`src/rtl/tdm_conv_pkg.sv`:
```
// Shared geometry for the TDM frame converter: default frame shape and derived widths.
package tdm_conv_pkg;

    localparam int SLOTS_DEF      = 32;
    localparam int SLOT_BITS_DEF  = 8;
    localparam int C4_PER_BIT_DEF = 2;

    function automatic int calc_w(input int n);
        return (n > 1) ? $clog2(n) : 1;
    endfunction

    localparam int FRAME_BITS = SLOTS_DEF * SLOT_BITS_DEF;
    localparam int BIT_CNT_W  = $clog2(FRAME_BITS);
    localparam int DIV_W      = calc_w(C4_PER_BIT_DEF);
    localparam int PTR_W      = BIT_CNT_W;

endpackage

```
`src/rtl/stm_clk_sync.sv`:
```
// Brings the CPU serial clock and data into the c4 domain and flags each rising clock edge.
module stm_clk_sync (
    input  logic c4,
    input  logic reset,
    input  logic clk_in,
    input  logic data_in,
    output logic edge_pulse,
    output logic data_out
);

    logic sync1_q, sync1_d;
    logic sync2_q, sync2_d;
    logic edge_q, edge_d;
    logic data1_q, data1_d;
    logic data2_q, data2_d;

    // Data rides alongside the clock so data_out is the value present when the edge was seen.
    always_comb begin
        sync1_d = clk_in;
        sync2_d = sync1_q;
        edge_d  = sync2_q;
        data1_d = data_in;
        data2_d = data1_q;
    end

    always_ff @(posedge c4) begin
        if (reset) begin
            sync1_q <= 1'b0;
            sync2_q <= 1'b0;
            edge_q  <= 1'b0;
            data1_q <= 1'b0;
            data2_q <= 1'b0;
        end else begin
            sync1_q <= sync1_d;
            sync2_q <= sync2_d;
            edge_q  <= edge_d;
            data1_q <= data1_d;
            data2_q <= data2_d;
        end
    end

    assign edge_pulse = sync2_q & ~edge_q;
    assign data_out   = data2_q;

endmodule

```
`src/rtl/tdm_frame_converter.sv`:
```
// ST-BUS style TDM trunk <-> slow serial CPU link: double-buffered rx frame store,
// CPU-staged tx frame, per-frame interrupt and overrun flag.
module tdm_frame_converter
    import tdm_conv_pkg::*;
#(
    parameter int SLOTS      = SLOTS_DEF,
    parameter int SLOT_BITS  = SLOT_BITS_DEF,
    parameter int C4_PER_BIT = C4_PER_BIT_DEF
) (
    input  logic c4,
    input  logic reset,
    input  logic f0,
    input  logic data_from_dt,
    output logic data_to_dt,
    input  logic clk_from_stm,
    input  logic data_from_stm,
    output logic data_to_stm,
    input  logic reset_in_rg,
    input  logic reset_out_rg,
    output logic cpu_int,
    output logic overrun
);

    // Default geometry takes the package widths; other sizes derive their own.
    localparam int FB = SLOTS * SLOT_BITS;
    localparam int CW = (FB == FRAME_BITS) ? BIT_CNT_W : calc_w(FB);
    localparam int PW = (FB == FRAME_BITS) ? PTR_W : CW;
    localparam int DW = (C4_PER_BIT == C4_PER_BIT_DEF) ? DIV_W : calc_w(C4_PER_BIT);
    localparam logic [CW-1:0] LAST_BIT = CW'(FB - 1);
    localparam logic [PW-1:0] LAST_PTR = PW'(FB - 1);
    localparam logic [DW-1:0] LAST_DIV = DW'(C4_PER_BIT - 1);

    logic          f0_prev_q, f0_prev_d;
    logic [DW-1:0] div_q, div_d;
    logic [CW-1:0] bit_cnt_q, bit_cnt_d;
    logic [FB-1:0] rx_bank_q [2];
    logic [FB-1:0] rx_bank_d [2];
    logic          bank_sel_q, bank_sel_d;
    logic [FB-1:0] tx_staging_q, tx_staging_d;
    logic [FB-1:0] tx_active_q, tx_active_d;
    logic          commit_pending_q, commit_pending_d;
    logic [PW-1:0] rd_ptr_q, rd_ptr_d;
    logic [PW-1:0] wr_ptr_q, wr_ptr_d;
    logic          data_to_dt_q, data_to_dt_d;
    logic          data_to_stm_q, data_to_stm_d;
    logic          cpu_int_q, cpu_int_d;
    logic          overrun_q, overrun_d;

    logic          f0_fall, sample_en, frame_end, frame_start, load_tx;
    logic          cpu_edge, cpu_data, cpu_act, cpu_bank;
    logic [FB-1:0] tx_src;

    stm_clk_sync u_sync (
        .c4        (c4),
        .reset     (reset),
        .clk_in    (clk_from_stm),
        .data_in   (data_from_stm),
        .edge_pulse(cpu_edge),
        .data_out  (cpu_data)
    );

    always_comb begin
        f0_fall     = !f0 && f0_prev_q;
        sample_en   = !f0_fall && (div_q == LAST_DIV);
        frame_end   = sample_en && (bit_cnt_q == LAST_BIT);
        frame_start = !f0_fall && (div_q == '0) && (bit_cnt_q == '0);
        load_tx     = frame_start && commit_pending_q;
        cpu_act     = cpu_edge && !reset_in_rg && !reset_out_rg;

        f0_prev_d = f0;
        div_d     = div_q;
        bit_cnt_d = bit_cnt_q;
        if (f0_fall) begin
            div_d     = '0;
            bit_cnt_d = '0;
        end else begin
            div_d = (div_q == LAST_DIV) ? '0 : div_q + DW'(1);
            if (sample_en) begin
                bit_cnt_d = (bit_cnt_q == LAST_BIT) ? '0 : bit_cnt_q + CW'(1);
            end
        end

        // A pending commit is swapped in on the same edge that shifts out bit 0.
        tx_src       = load_tx ? tx_staging_q : tx_active_q;
        tx_active_d  = tx_src;
        data_to_dt_d = data_to_dt_q;
        if (!f0_fall && (div_q == '0)) begin
            data_to_dt_d = tx_src[bit_cnt_q];
        end

        commit_pending_d = load_tx ? 1'b0 : commit_pending_q;
        tx_staging_d     = tx_staging_q;
        wr_ptr_d         = wr_ptr_q;
        if (reset_out_rg) begin
            commit_pending_d = 1'b1;
            wr_ptr_d         = '0;
        end else if (cpu_act) begin
            tx_staging_d[wr_ptr_q] = cpu_data;
            if (wr_ptr_q != LAST_PTR) begin
                wr_ptr_d = wr_ptr_q + PW'(1);
            end
        end

        rx_bank_d = rx_bank_q;
        if (sample_en) begin
            rx_bank_d[bank_sel_q][bit_cnt_q] = data_from_dt;
        end
        bank_sel_d = frame_end ? ~bank_sel_q : bank_sel_q;
        cpu_bank   = ~bank_sel_d;

        cpu_int_d = cpu_int_q;
        if (reset_in_rg) begin
            cpu_int_d = 1'b0;
        end
        if (frame_end) begin
            cpu_int_d = 1'b1;
        end
        overrun_d = overrun_q | (frame_end && cpu_int_q && !reset_in_rg);

        // Bit 0 of the CPU bank is never being written while it is read here.
        rd_ptr_d      = rd_ptr_q;
        data_to_stm_d = data_to_stm_q;
        if (frame_end || reset_in_rg) begin
            rd_ptr_d      = '0;
            data_to_stm_d = rx_bank_q[cpu_bank][0];
        end else if (cpu_act) begin
            if (rd_ptr_q != LAST_PTR) begin
                rd_ptr_d = rd_ptr_q + PW'(1);
            end
            data_to_stm_d = rx_bank_q[cpu_bank][rd_ptr_d];
        end
    end

    always_ff @(posedge c4) begin
        if (reset) begin
            f0_prev_q        <= 1'b1;
            div_q            <= '0;
            bit_cnt_q        <= '0;
            rx_bank_q[0]     <= '0;
            rx_bank_q[1]     <= '0;
            bank_sel_q       <= 1'b0;
            tx_staging_q     <= '0;
            tx_active_q      <= '0;
            commit_pending_q <= 1'b0;
            rd_ptr_q         <= '0;
            wr_ptr_q         <= '0;
            data_to_dt_q     <= 1'b1;
            data_to_stm_q    <= 1'b0;
            cpu_int_q        <= 1'b0;
            overrun_q        <= 1'b0;
        end else begin
            f0_prev_q        <= f0_prev_d;
            div_q            <= div_d;
            bit_cnt_q        <= bit_cnt_d;
            rx_bank_q[0]     <= rx_bank_d[0];
            rx_bank_q[1]     <= rx_bank_d[1];
            bank_sel_q       <= bank_sel_d;
            tx_staging_q     <= tx_staging_d;
            tx_active_q      <= tx_active_d;
            commit_pending_q <= commit_pending_d;
            rd_ptr_q         <= rd_ptr_d;
            wr_ptr_q         <= wr_ptr_d;
            data_to_dt_q     <= data_to_dt_d;
            data_to_stm_q    <= data_to_stm_d;
            cpu_int_q        <= cpu_int_d;
            overrun_q        <= overrun_d;
        end
    end

    assign data_to_dt  = data_to_dt_q;
    assign data_to_stm = data_to_stm_q;
    assign cpu_int     = cpu_int_q;
    assign overrun     = overrun_q;

endmodule

```
`config.mk`:
```
export PLATFORM = sky130hd
export DESIGN_NAME = tdm_frame_converter
export DESIGN_NICKNAME = d
export VERILOG_FILES = /design/src/rtl/tdm_conv_pkg.sv /design/src/rtl/stm_clk_sync.sv /design/src/rtl/tdm_frame_converter.sv
export SDC_FILE = /design/constraint.sdc
export NUM_CORES = 2
export LEC_CHECK = 0
export ABC_AREA = 1
export CAP_MARGIN = 30
export CORE_AREA = 3 3 419 214
export CTS_CLUSTER_SIZE = 12
export DETAILED_ROUTE_END_ITERATION = 8
export DIE_AREA = 0 0 422 217
export PLACE_DENSITY = 0.8
export SLEW_MARGIN = 20
export SYNTH_ARGS = -nofsm -noshare
export SYNTH_HDL_FRONTEND = slang
export SYNTH_SLANG_ARGS = --single-unit
export TNS_END_PERCENT = 10
```
`constraint.sdc`:
```
create_clock -name c4 -period 2.9 [get_ports c4]
set_clock_uncertainty 0.05 [all_clocks]
set_input_delay 0.58 -clock c4 [delete_from_list [all_inputs] [get_ports c4]]
set_output_delay 0.58 -clock c4 [all_outputs]
set_load 0.05 [all_outputs]
```
==> impl_summary.log <==
INFO  metric die-area = between 90000 and 100000 sq um
INFO  metric regToRegSetupSlack = -0.10 ns
INFO  metric core = ~86000 sq um
INFO  metric cts-root-buf = clkbuf_16
INFO  metric netSwitchingFraction = 24.80%
INFO  metric grt_util_all_layers = about a third
INFO  metric cts.path.max_buffers = 3
INFO  metric routed_len_inst = between 20 and 25 microns
INFO  metric pwr_density_cell = 509.7 nW/um^2
INFO  metric yosysTopAreaCellShare = between 40 and 50%
INFO  metric irDropWorstVdd = roughly 0.00045 V
INFO  metric place.port_buffers = 11
INFO  metric yosys_warnings = 0
INFO  metric timing.final.max_slew_violations = 0
INFO  metric internal-power = about 22 mW
INFO  metric die_width = 422 microns
INFO  metric max_slew_margin = roughly 17%
INFO  metric seq_power_share = between 50% and 60%
INFO  metric detailedPlacementHpwl = 92.36 mm
INFO  metric finalInstanceArea = approximately 60000 sq um
INFO  metric synth-seq-area-share = 42.63%
INFO  metric post-route-drc-count = 0
INFO  metric hold_viol_final = 0
INFO  metric dr.first_iter.drc_count = approximately 8000
INFO  metric floorplan.rows = between 70 and 80
INFO  metric leakage = about 22 nW
INFO  metric drt_pass1_iterations = 8
INFO  metric violations = negative setup slack
INFO  metric dr_total_vias = about 52000
INFO  metric initial_standard_cell_utilization_of_the_core = 58.03%
INFO  metric critical_path.reg2reg.startpoint = bit_cnt_q[1]
INFO  metric fillerInstances = about 6600
INFO  metric rsz0062_at_grt = yes
INFO  metric hold_path_end = tx_active_q[39]
INFO  metric floorplan.io_pins = 12
INFO  metric postSynthCellCount = 7058
INFO  metric worstReg2RegEnd = data_to_dt
INFO  metric antenna_found_initial = 1
INFO  metric grt_first_pass_wirelength = 255.0 mm
INFO  metric areaGrowthSynthToFinish = 17.47%
INFO  metric postRouteAntennaNets = 0
INFO  metric ctsHoldBuffers = 0
INFO  metric cp_data_arrival_time = between 3 and 4 ns
INFO  metric cp_max_fo = 36
INFO  metric final_layout_size_suffix_gt1_share = between 10% and 20%
INFO  metric pre_cts_ws = -0.8135 ns
INFO  metric hold-path-cell-count = 2
INFO  metric critical_path.endpoint_type = flop
INFO  metric combinational_cell_fraction_of_total_power = about a tenth
INFO  metric status = finished with violations
INFO  metric netlist.top_cell.by_area = dfxtp_1
INFO  metric postLayoutCoreUtil = about two thirds
INFO  metric placed_area = between 50000 and 60000 sq um
INFO  metric beginning_of_the_worst_hold_path = reset
INFO  metric final.setup.tns = -0.2828 ns
INFO  metric viasPerCell = 6.323
INFO  metric final-setup-viol-count = 11
INFO  metric worst-slew-pin-transition = roughly 1.2 ns
INFO  metric clk_pin_slew_worst_paths = 0.06 ns
INFO  metric clock_sink_count = around 1100
INFO  metric synthDistinctLibCells = 40
INFO  metric ys_top_cells_by_area = dfxtp_1, nand2_1, a311oi_1
INFO  metric synth_area = approximately 50000 sq um
INFO  metric htree_levels = 3
INFO  metric max_cap_viol_count = 0
INFO  metric p_sw = ~7.4 mW
INFO  metric cts_made_buffers = 100
INFO  metric grt_start_max_net_pins = approximately 250
INFO  metric clock_latency = between 0.7 and 0.8 ns
INFO  metric r2r_cells = 22
INFO  metric syn-num-nets = 7075
INFO  metric max_freq = approximately 330 MHz
INFO  metric finalCriticalPeriod = roughly 3 ns
INFO  metric numPlacedInstances = slightly above 8000
INFO  metric hp-class = primary input to flop
INFO  metric timing.final.crit_share = 104.0%
INFO  metric tritoncts_clock_tree = yes
INFO  metric fin_ws = -0.1154 ns
INFO  metric overflow = 0
INFO  metric avgSynthCellArea = 7.060 sq um
INFO  metric number_of_global_route_vias_before_repair = around 48000
INFO  metric hold-worst-slack = roughly 0.22 ns
INFO  metric fraction_of_power_consumed_by_the_clock_network = between 40% and 50%
INFO  metric crit_type = primary input to flop
INFO  metric nNetsFinal = just over 7000
INFO  metric yosys_register_bits = around 1100
INFO  metric final_routed_wirelength = between 150 and 200 mm
INFO  metric worstPathRequired = approximately 3.4 ns
INFO  metric start_kind = primary input
INFO  metric gp_congestion = slightly above 0.9
INFO  metric design_power_total = 29.83 mW
INFO  metric chipHeight = roughly 220 microns
INFO  metric post_layout_nonfiller_instances = between 8000 and 9000
==> cells by family (layout without fill, tap and decap cells) <==
family / Yosys count / count (layout) / share of synthesized area [%]
buffers and inverters: 1477 / 1535 / 11.62
AOI/OAI and AO/OA: 1844 / 1844 / 23.04
adders and majority gates: 9 / 9 / 0.2260
and+or+nand+nor: 2663 / 2669 / 22.41
other: 0 / 1 / 0
xor gates and xnor gates: 4 / 4 / 0.07032
DFF: 1061 / 1061 / 42.63
==> routing by layer <==
layer	part of all wire (%)	wire length, microns	vias to the layer above	global-route usage [%]
met4	6.1	10330	2	17.28
met1	38	63690	24289	43.61
met2	44	74260	3357	54.08
li1	-	-	23991	-
met3	13	21540	797	7.197
met5	0.0071	12	-	0
==> Yosys cell counts (all sizes together) <==
master,instances
or2,2
a31oi,117
nand2,1265
o21ai,466
nor2,592
a31o,1
a21o,3
a211oi,3
xnor2,2
xor2,2
a21oi,679
nor3,246
a311oi,482
dfxtp,1061
nand3,547
o211ai,14
clkbuf,479
inv,834
o221ai,49
clkinv,13
o21a,14
buf,151
o22ai,16
ha,9
nor4,2
nor3b,1
nand4,8
==> layout make-up <==
class                      instances  area [sq um]  share of cell area, %
antenna                            1         2.502               0.004275
clock buffer                     122          2668                  4.557
clock inverter                     6         92.59                 0.1582
inverter                         847          3208                  5.481
multi-input combinational       4526         23830                  40.72
sequential                      1061         21250                  36.31
tap                             1170          1464                  2.501
timing repair buffer             559          6005                  10.26
timing repair inverter             1         8.758                0.01496
==> worst max path at each step <==
stage                     slack [ns]  depth (start not counted)    startpoint          to
after global placement         -0.78                         21            f0  data_to_dt
after floorplan                0.006                         22  bit_cnt_q[0]  data_to_dt
after CTS                      -0.09                         21  bit_cnt_q[1]  data_to_dt
final                          -0.12                         23            f0  data_to_dt
after detailed placement       -0.81                         21            f0  data_to_dt
after global routing           -0.22                         22  bit_cnt_q[1]  data_to_dt
==> cells in the final DEF (no fill, tap or decap), types with 82 or more instances in the layout <==
master,instances
a21oi_1,676
a311oi_1,482
a31oi_1,117
buf_12,82
buf_4,408
clkbuf_16,127
dfxtp_1,1052
inv_1,820
nand2_1,1232
nand3_1,502
nor2_1,547
nor3_1,245
o21ai_0,205
o21ai_1,184
==> power groups by stage <==
stage	clock network, mW	logic [mW]	registers, mW
after global routing	12.7	3.11	14.9
after floorplan	0	1.52	15.2
after CTS	12.1	2.58	14.9
after detailed placement	0	2.52	15.2
final	12.1	2.85	14.9
after global placement	0	2.44	15.2
==> flip-flops by register name, indices dropped and copies added, names as in the netlist <==
name,count
rx_bank_q,512
u_sync.edge_q,1
u_sync.data_out,1
data_to_dt,1
f0_prev_q,1
bit_cnt_q,8
u_sync.edge_d,1
cpu_int,1
u_sync.sync1_q,1
rd_ptr_q,8
tx_staging_q,256
tx_active_q,256
div_q,1
data_to_stm,1
overrun,1
wr_ptr_q,8
u_sync.data1_q,1
bank_sel_q,1
commit_pending_q,1
==> repair_timing <==
item	CTS	global route
gates cloned	2	35
pin swaps	4	59
resized for setup	22	270
endpoints found under the setup margin	10	58
setup buffers	3	32
==> worst max-delay path, stage by stage <==
cell and delay [ns]:
clkdlybuf4s50_1 0.48, inv_2 0.04, nand2_1 0.08, inv_1 0.07, nor2_2 0.28, nand3_4 0.11
buf_12 0.18, clkbuf_16 0.17, buf_12 0.17, o21ai_1 0.17, nand2_1 0.08, nand3_1 0.09
o221ai_1 0.14, nand2_1 0.09, nand2_1 0.07, o21ai_1 0.15, nand2_1 0.09, nor2_2 0.12
nand2_1 0.08, nor2_1 0.09, nand2_1 0.08, nand2_1 0.07, nand2_1 0.05
Power figures use the tool's default switching activity.
